## config.mk

```make
export PLATFORM = sky130hd
export DESIGN_NAME = voice_allocator
export DESIGN_NICKNAME = d
export VERILOG_FILES = /design/src/rtl/voice_allocator.sv
export SDC_FILE = /design/constraint.sdc
export NUM_CORES = 1
export LEC_CHECK = 0
export ABC_AREA = 1
export CAP_MARGIN = 0
export CORE_AREA = 2 2 104 106
export CTS_BUF_LIST = sky130_fd_sc_hd__clkbuf_8 sky130_fd_sc_hd__clkbuf_16
export CTS_CLUSTER_SIZE = 24
export DETAILED_ROUTE_END_ITERATION = 10
export DIE_AREA = 0 0 106 108
export PLACE_DENSITY = 0.77
export REMOVE_ABC_BUFFERS = 1
export SYNTH_ARGS = -nofsm -noshare
export SYNTH_HDL_FRONTEND = slang
export SYNTH_SLANG_ARGS = --single-unit
```

## constraint.sdc

```tcl
create_clock -name clk -period 4.24 [get_ports clk]
set_clock_uncertainty 0.05 [all_clocks]
set_input_delay 0.848 -clock clk [delete_from_list [all_inputs] [get_ports clk]]
set_output_delay 0.848 -clock clk [all_outputs]
set_load 0.02 [all_outputs]
```

## src/rtl/voice_allocator.sv

```systemverilog
// voice_allocator
// Schedules note-on / note-off events onto a small pool of wave-generator
// voices. Each voice is IDLE, HELD (gate high) or RELEASE (gate low, release
// tail still sounding). New notes retrigger a voice already holding the same
// note, else take the lowest IDLE voice, else the oldest RELEASE voice, else
// steal the oldest HELD voice.
//
// Ports:
//   clk           system clock
//   reset_n       asynchronous active-low reset
//   note_on       one-cycle request to start note_on_num (note 0 is a rest, ignored)
//   note_on_num   note for note_on
//   note_off      one-cycle request to release note_off_num
//   note_off_num  note for note_off
//   all_off       releases every HELD voice
//   voice_note    per-voice note, voice i at [i*NOTE_WIDTH +: NOTE_WIDTH]
//   voice_gate    high while a voice is HELD
//   voice_trig    one-cycle pulse when a voice is (re)assigned
//   stolen        one-cycle pulse when an allocation takes a HELD voice
//   active_count  number of voices not IDLE
module voice_allocator #(
    parameter int NUM_VOICES = 3,
    parameter int NOTE_WIDTH = 6,
    parameter int REL_CYCLES = 4800,
    parameter int REL_WIDTH  = 16
) (
    input  logic                             clk,
    input  logic                             reset_n,
    input  logic                             note_on,
    input  logic [NOTE_WIDTH-1:0]            note_on_num,
    input  logic                             note_off,
    input  logic [NOTE_WIDTH-1:0]            note_off_num,
    input  logic                             all_off,
    output logic [NUM_VOICES*NOTE_WIDTH-1:0] voice_note,
    output logic [NUM_VOICES-1:0]            voice_gate,
    output logic [NUM_VOICES-1:0]            voice_trig,
    output logic                             stolen,
    output logic [3:0]                       active_count
);

    localparam int RANK_WIDTH = (NUM_VOICES > 1) ? $clog2(NUM_VOICES) : 1;

    typedef enum logic [1:0] {
        V_IDLE    = 2'd0,
        V_HELD    = 2'd1,
        V_RELEASE = 2'd2
    } voice_state_t;

    // Registered per-voice state
    voice_state_t          state_q [NUM_VOICES];
    logic [NOTE_WIDTH-1:0] note_q  [NUM_VOICES];
    logic [REL_WIDTH-1:0]  cnt_q   [NUM_VOICES];
    logic [RANK_WIDTH-1:0] rank_q  [NUM_VOICES];

    // Next-state values
    voice_state_t          state_d [NUM_VOICES];
    logic [NOTE_WIDTH-1:0] note_d  [NUM_VOICES];
    logic [REL_WIDTH-1:0]  cnt_d   [NUM_VOICES];
    logic [RANK_WIDTH-1:0] rank_d  [NUM_VOICES];

    // State after note_off / all_off only; allocation is judged against this
    voice_state_t          rel_state [NUM_VOICES];
    logic [NUM_VOICES-1:0] newly_released;

    // Candidate selection
    logic                  hit_found, idle_found, rel_found, old_found;
    logic [RANK_WIDTH-1:0] hit_idx, idle_idx, rel_idx, old_idx;
    logic [RANK_WIDTH-1:0] rel_rank, old_rank;
    logic                  alloc;
    logic                  steal;
    logic [RANK_WIDTH-1:0] sel_idx;
    logic [RANK_WIDTH-1:0] sel_rank;

    // Next output values
    logic [NUM_VOICES-1:0] gate_d;
    logic [NUM_VOICES-1:0] trig_d;
    logic [3:0]            count_d;

    // Release stage: off events act before any note_on in the same cycle.
    always_comb begin
        for (int i = 0; i < NUM_VOICES; i++) begin
            newly_released[i] = 1'b0;
            rel_state[i]      = state_q[i];
            if (state_q[i] == V_HELD &&
                (all_off || (note_off && note_q[i] == note_off_num))) begin
                rel_state[i]      = V_RELEASE;
                newly_released[i] = 1'b1;
            end
        end
    end

    // Candidate search. Higher rank means older; ranks form a permutation,
    // so the oldest RELEASE/HELD candidate is unique.
    always_comb begin
        hit_found  = 1'b0;
        hit_idx    = '0;
        idle_found = 1'b0;
        idle_idx   = '0;
        rel_found  = 1'b0;
        rel_idx    = '0;
        rel_rank   = '0;
        old_found  = 1'b0;
        old_idx    = '0;
        old_rank   = '0;
        for (int i = 0; i < NUM_VOICES; i++) begin
            if (!hit_found && rel_state[i] == V_HELD && note_q[i] == note_on_num) begin
                hit_found = 1'b1;
                hit_idx   = RANK_WIDTH'(i);
            end
            if (!idle_found && rel_state[i] == V_IDLE) begin
                idle_found = 1'b1;
                idle_idx   = RANK_WIDTH'(i);
            end
            if (rel_state[i] == V_RELEASE && (!rel_found || rank_q[i] > rel_rank)) begin
                rel_found = 1'b1;
                rel_idx   = RANK_WIDTH'(i);
                rel_rank  = rank_q[i];
            end
            if (rel_state[i] == V_HELD && (!old_found || rank_q[i] > old_rank)) begin
                old_found = 1'b1;
                old_idx   = RANK_WIDTH'(i);
                old_rank  = rank_q[i];
            end
        end
    end

    // Allocation priority: retrigger, idle, oldest release, steal oldest held.
    always_comb begin
        alloc   = note_on && (note_on_num != '0);
        steal   = 1'b0;
        sel_idx = '0;
        if (hit_found) begin
            sel_idx = hit_idx;
        end else if (idle_found) begin
            sel_idx = idle_idx;
        end else if (rel_found) begin
            sel_idx = rel_idx;
        end else begin
            sel_idx = old_idx;
            steal   = alloc && old_found;
        end
        sel_rank = rank_q[sel_idx];
    end

    // Next-state logic for every voice: release timing first, then the
    // allocation overrides the chosen voice and ages the younger ones.
    always_comb begin
        for (int i = 0; i < NUM_VOICES; i++) begin
            state_d[i] = rel_state[i];
            note_d[i]  = note_q[i];
            cnt_d[i]   = cnt_q[i];
            rank_d[i]  = rank_q[i];
            trig_d[i]  = 1'b0;
            if (newly_released[i]) begin
                cnt_d[i] = REL_WIDTH'(REL_CYCLES - 1);
            end else if (state_q[i] == V_RELEASE) begin
                if (cnt_q[i] == '0) begin
                    state_d[i] = V_IDLE;
                end else begin
                    cnt_d[i] = cnt_q[i] - REL_WIDTH'(1);
                end
            end
            if (alloc && sel_idx == RANK_WIDTH'(i)) begin
                state_d[i] = V_HELD;
                note_d[i]  = note_on_num;
                cnt_d[i]   = '0;
                rank_d[i]  = '0;
                trig_d[i]  = 1'b1;
            end else if (alloc && rank_q[i] < sel_rank) begin
                rank_d[i] = rank_q[i] + RANK_WIDTH'(1);
            end
        end
    end

    // Output values derived from the next state so they line up with it.
    always_comb begin
        gate_d  = '0;
        count_d = '0;
        for (int i = 0; i < NUM_VOICES; i++) begin
            gate_d[i] = (state_d[i] == V_HELD);
            if (state_d[i] != V_IDLE) begin
                count_d = count_d + 4'd1;
            end
        end
    end

    // State and output registers.
    always_ff @(posedge clk or negedge reset_n) begin
        if (!reset_n) begin
            for (int i = 0; i < NUM_VOICES; i++) begin
                state_q[i] <= V_IDLE;
                note_q[i]  <= '0;
                cnt_q[i]   <= '0;
                rank_q[i]  <= RANK_WIDTH'(i);
            end
            voice_gate   <= '0;
            voice_trig   <= '0;
            stolen       <= 1'b0;
            active_count <= '0;
        end else begin
            for (int i = 0; i < NUM_VOICES; i++) begin
                state_q[i] <= state_d[i];
                note_q[i]  <= note_d[i];
                cnt_q[i]   <= cnt_d[i];
                rank_q[i]  <= rank_d[i];
            end
            voice_gate   <= gate_d;
            voice_trig   <= trig_d;
            stolen       <= steal;
            active_count <= count_d;
        end
    end

    // Notes are driven straight from their registers.
    always_comb begin
        voice_note = '0;
        for (int i = 0; i < NUM_VOICES; i++) begin
            voice_note[i*NOTE_WIDTH +: NOTE_WIDTH] = note_q[i];
        end
    end

endmodule

```

==> qor.yml <==
setup_ws_ns: -0.3195
synthAdderAreaFrac_pct: 2.911
status: "finished, violations left"
drv_cap: 0
wl_mm: 16.00
yosysWarnings: 0
dp.cells: 938
io_buffers: 44
crit_required_ns: 4.45
drive_gt1_share_pct: 26.51
p_per_area_mw_per_mm2: 839.4
seqCellArea_mm2: 0.002208
nets: 887
grt_pass1_vias: 5148
synth.area.top_cells: "dfrtp_1, nand2_1, nor2_1, inv_1, nand3_1"
antenna_found_initial: 0
clock_path_buffers: 2
grt_pass1_wl_mm: 24.81
path_clk_slew_ns: 0.09
avgSynthCellArea_um2: 7.582
synth_top_area_share_pct: 38.51
finalHoldViolCount: 0
synth_top_family_by_area: "simple AND/OR/NAND/NOR gates"
multi_input_area_mm2: 0.003118
synth_compound_area_share_pct: 14.02
synth-xor-area-share_pct: 4.545
critPathTopFamily: "simple AND/OR/NAND/NOR gates"
fin_crit_ns: 4.559
n_antenna_cell: 0
cp_num_buf_inv: 8
relSlewSlack_pct: 44.17
grt_max_degree: 67
cp_max_fo: 4
io_pins: 46
first_pass_iters: 6
dp_hpwl_mm: 10.65
initial_core_util_pct: 54.62
fp.dieW_um: 106
r2r_setup_slack_ns: -0.28
clock_sinks: 88
grt_usage_pct: 27.28
ant_nets: 0
end_kind: "flop"
tritoncts: "yes"
ir_drop_v: 0.0003786
final_cells: 996
ys_ff_latch: 88
rsz0062_at_grt: "true"
p_leak_nw: 3.476
drt-initial-drc-count: 448
num_rows: 37
setup_violations: 20
arrival_ns: 4.77
path_class: "primary input to flop"
drc: 0
ys_seq_area_share_pct: 39.45
overflow: 0
clock_latency_ns: 0.37
syn2layout_area_growth_pct: 30.32
worst_slew_pin_slew_ns: 0.8374
routabilityCongestion: 0.9197
fillers: 775
hp-class: "flop to flop"
dpl_worst_slack_ns: -0.9065
max_freq_mhz: 219.3
post_synth_inst_count: 737
cts_made_buffers: 9
slowest_delay_ns: 0.29
root_buffer: "clkbuf_8"
drt-wirelength-per-cell_um: 16.06
tns_ns: -1.818
vias: 5588
coreArea_mm2: 0.01023
slowest_stage: "ha_4"
die_h_um: 108
period_share_pct: 107.5
cts_max_level: 3
ys_types: 54
synth_top_area_cell: "dfrtp_1"
crit_top_cell: "nand2_1"
synthMuxAreaShare_pct: 0
avgViaCountPerCell: 5.610
startpoint_type: "primary input"
cts_hold_buf: 0
synth_simple_gate_area_share_pct: 29.31
slew_violations: 0
power_w: 0.006112
syn-cell-area_mm2: 0.005588
failed_checks: "negative setup slack"
fp.dieArea_mm2: 0.01145
final timing paths:
path,startpoint,to,depth (start not counted)
min in group asynchronous,reset_n,voice_note[16],1
setup / recovery,note_off_num[3],active_count[1],36
setup reg to reg,voice_note[2],active_count[1],34
max in group asynchronous,reset_n,rank_q[2],2
hold reg to reg,cnt_q[32],cnt_q[32],1
hold / removal,cnt_q[32],cnt_q[32],1
placed cells by master, fill, tap and decap left out, drive strengths merged, types with 3 or more instances in the layout:
cell type	instances
o21ai	50
nand2	150
dfrtp	86
or2	5
a221oi	5
xor2	18
a21oi	25
a31oi	4
buf	88
nor2	115
xnor2	11
ha	13
nor3	14
clkbuf	13
clkdlybuf4s50	35
nand3	44
nand4	15
nor4	10
o22ai	12
a211oi	13
clkinvlp	3
inv	108
where the power goes:
part	switching [W]	leakage [nW]	internal [W]
Sequential	0.000361	1.10	0.00118
Combinational	0.00223	2.28	0.00174
Clock	0.000305	0.0973	0.000297
per-layer routing:
metal | up-vias | routed length [um] | global-route usage (%) | part of all wire (%)
met5 | - | 0 | 0 | 0
met4 | 0 | 374 | 9.023 | 2.3
met3 | 38 | 1027 | 3.797 | 6.4
met2 | 203 | 7720 | 45.02 | 48
met1 | 2702 | 6873 | 37.37 | 43
li1 | 2645 | - | - | -
kinds of logic (layout without fill, tap and decap cells):
| logic type | Yosys count | count (layout) |
|---|---|---|
| AND/OR/NAND/NOR | 356 | 356 |
| buffers and inverters | 128 | 251 |
| AO/OA/AOI/OAI | 122 | 122 |
| flip-flops | 88 | 88 |
| XOR/XNOR | 29 | 29 |
| adder cells (fa/ha/maj) | 13 | 13 |
| other | 1 | 1 |
per-stage QoR:
step           area [um2]  hold slack, ns  util, %
6_report             7282          0.4376    71.18
3_3_place_gp         6365          0.4014    62.21
4_1_cts              6808          0.4418    66.54
5_1_grt              7282          0.4668    71.18
2_1_floorplan        5464          0.3831        -
3_5_place_dp         6365          0.4293    62.21
Yosys cell counts (all sizes together):
library cell	n
o2111ai	1
a21boi	1
o211a	2
a221oi	5
nand2	150
dfrtp	86
nor3	14
inv	110
o311ai	1
nand4	15
o211ai	1
nand3b	2
clkbuf	2
ha	13
o21ai	50
o22ai	12
a311oi	2
buf	16
xnor2	11
or3	1
nor4	10
a21oi	25
dfstp	2
xor2	18
o21a	2
a211oi	13
nand3	44
or2	5
a32oi	1
o31a	1
nor2	115
conb	1
o32ai	1
a31oi	4
sequential cells by signal (all words and copies together), names as in the netlist:
register and cells:
stolen 1, voice_gate 3, voice_trig 3, cnt_q 48
active_count 3, voice_note 18, state_q 6, rank_q 6
area by class of cell:
| class | instances | share of cell area, % |
|---|---|---|
| Multi-Input combinational cell | 521 | 42.82 |
| Sequential cell | 88 | 30.33 |
| Timing Repair Buffer | 126 | 15.72 |
| Inverter | 110 | 6.031 |
| Tap cell | 136 | 2.337 |
| Clock buffer | 11 | 2.079 |
| Clock inverter | 3 | 0.5842 |
| Timing Repair inverter | 1 | 0.1031 |
repair_timing:
action / 4_1_cts / 5_1_grt
pin swaps: 13 / 49
gates cloned: 0 / 1
buffers inserted: 29 / 20
gates resized for setup: 39 / 111
endpoints found under the setup margin: 82 / 85
worst reg2reg max path: cells and delay by family (launching register included):
kind / cells / cell delay (ns)
AO/OA/AOI/OAI: 7 / 1.02
flip-flops: 1 / 0.43
adder cells (fa/ha/maj): 3 / 0.75
buffers and inverters: 7 / 0.64
AND/OR/NAND/NOR: 17 / 1.52
(Power assumes the default switching activity.)
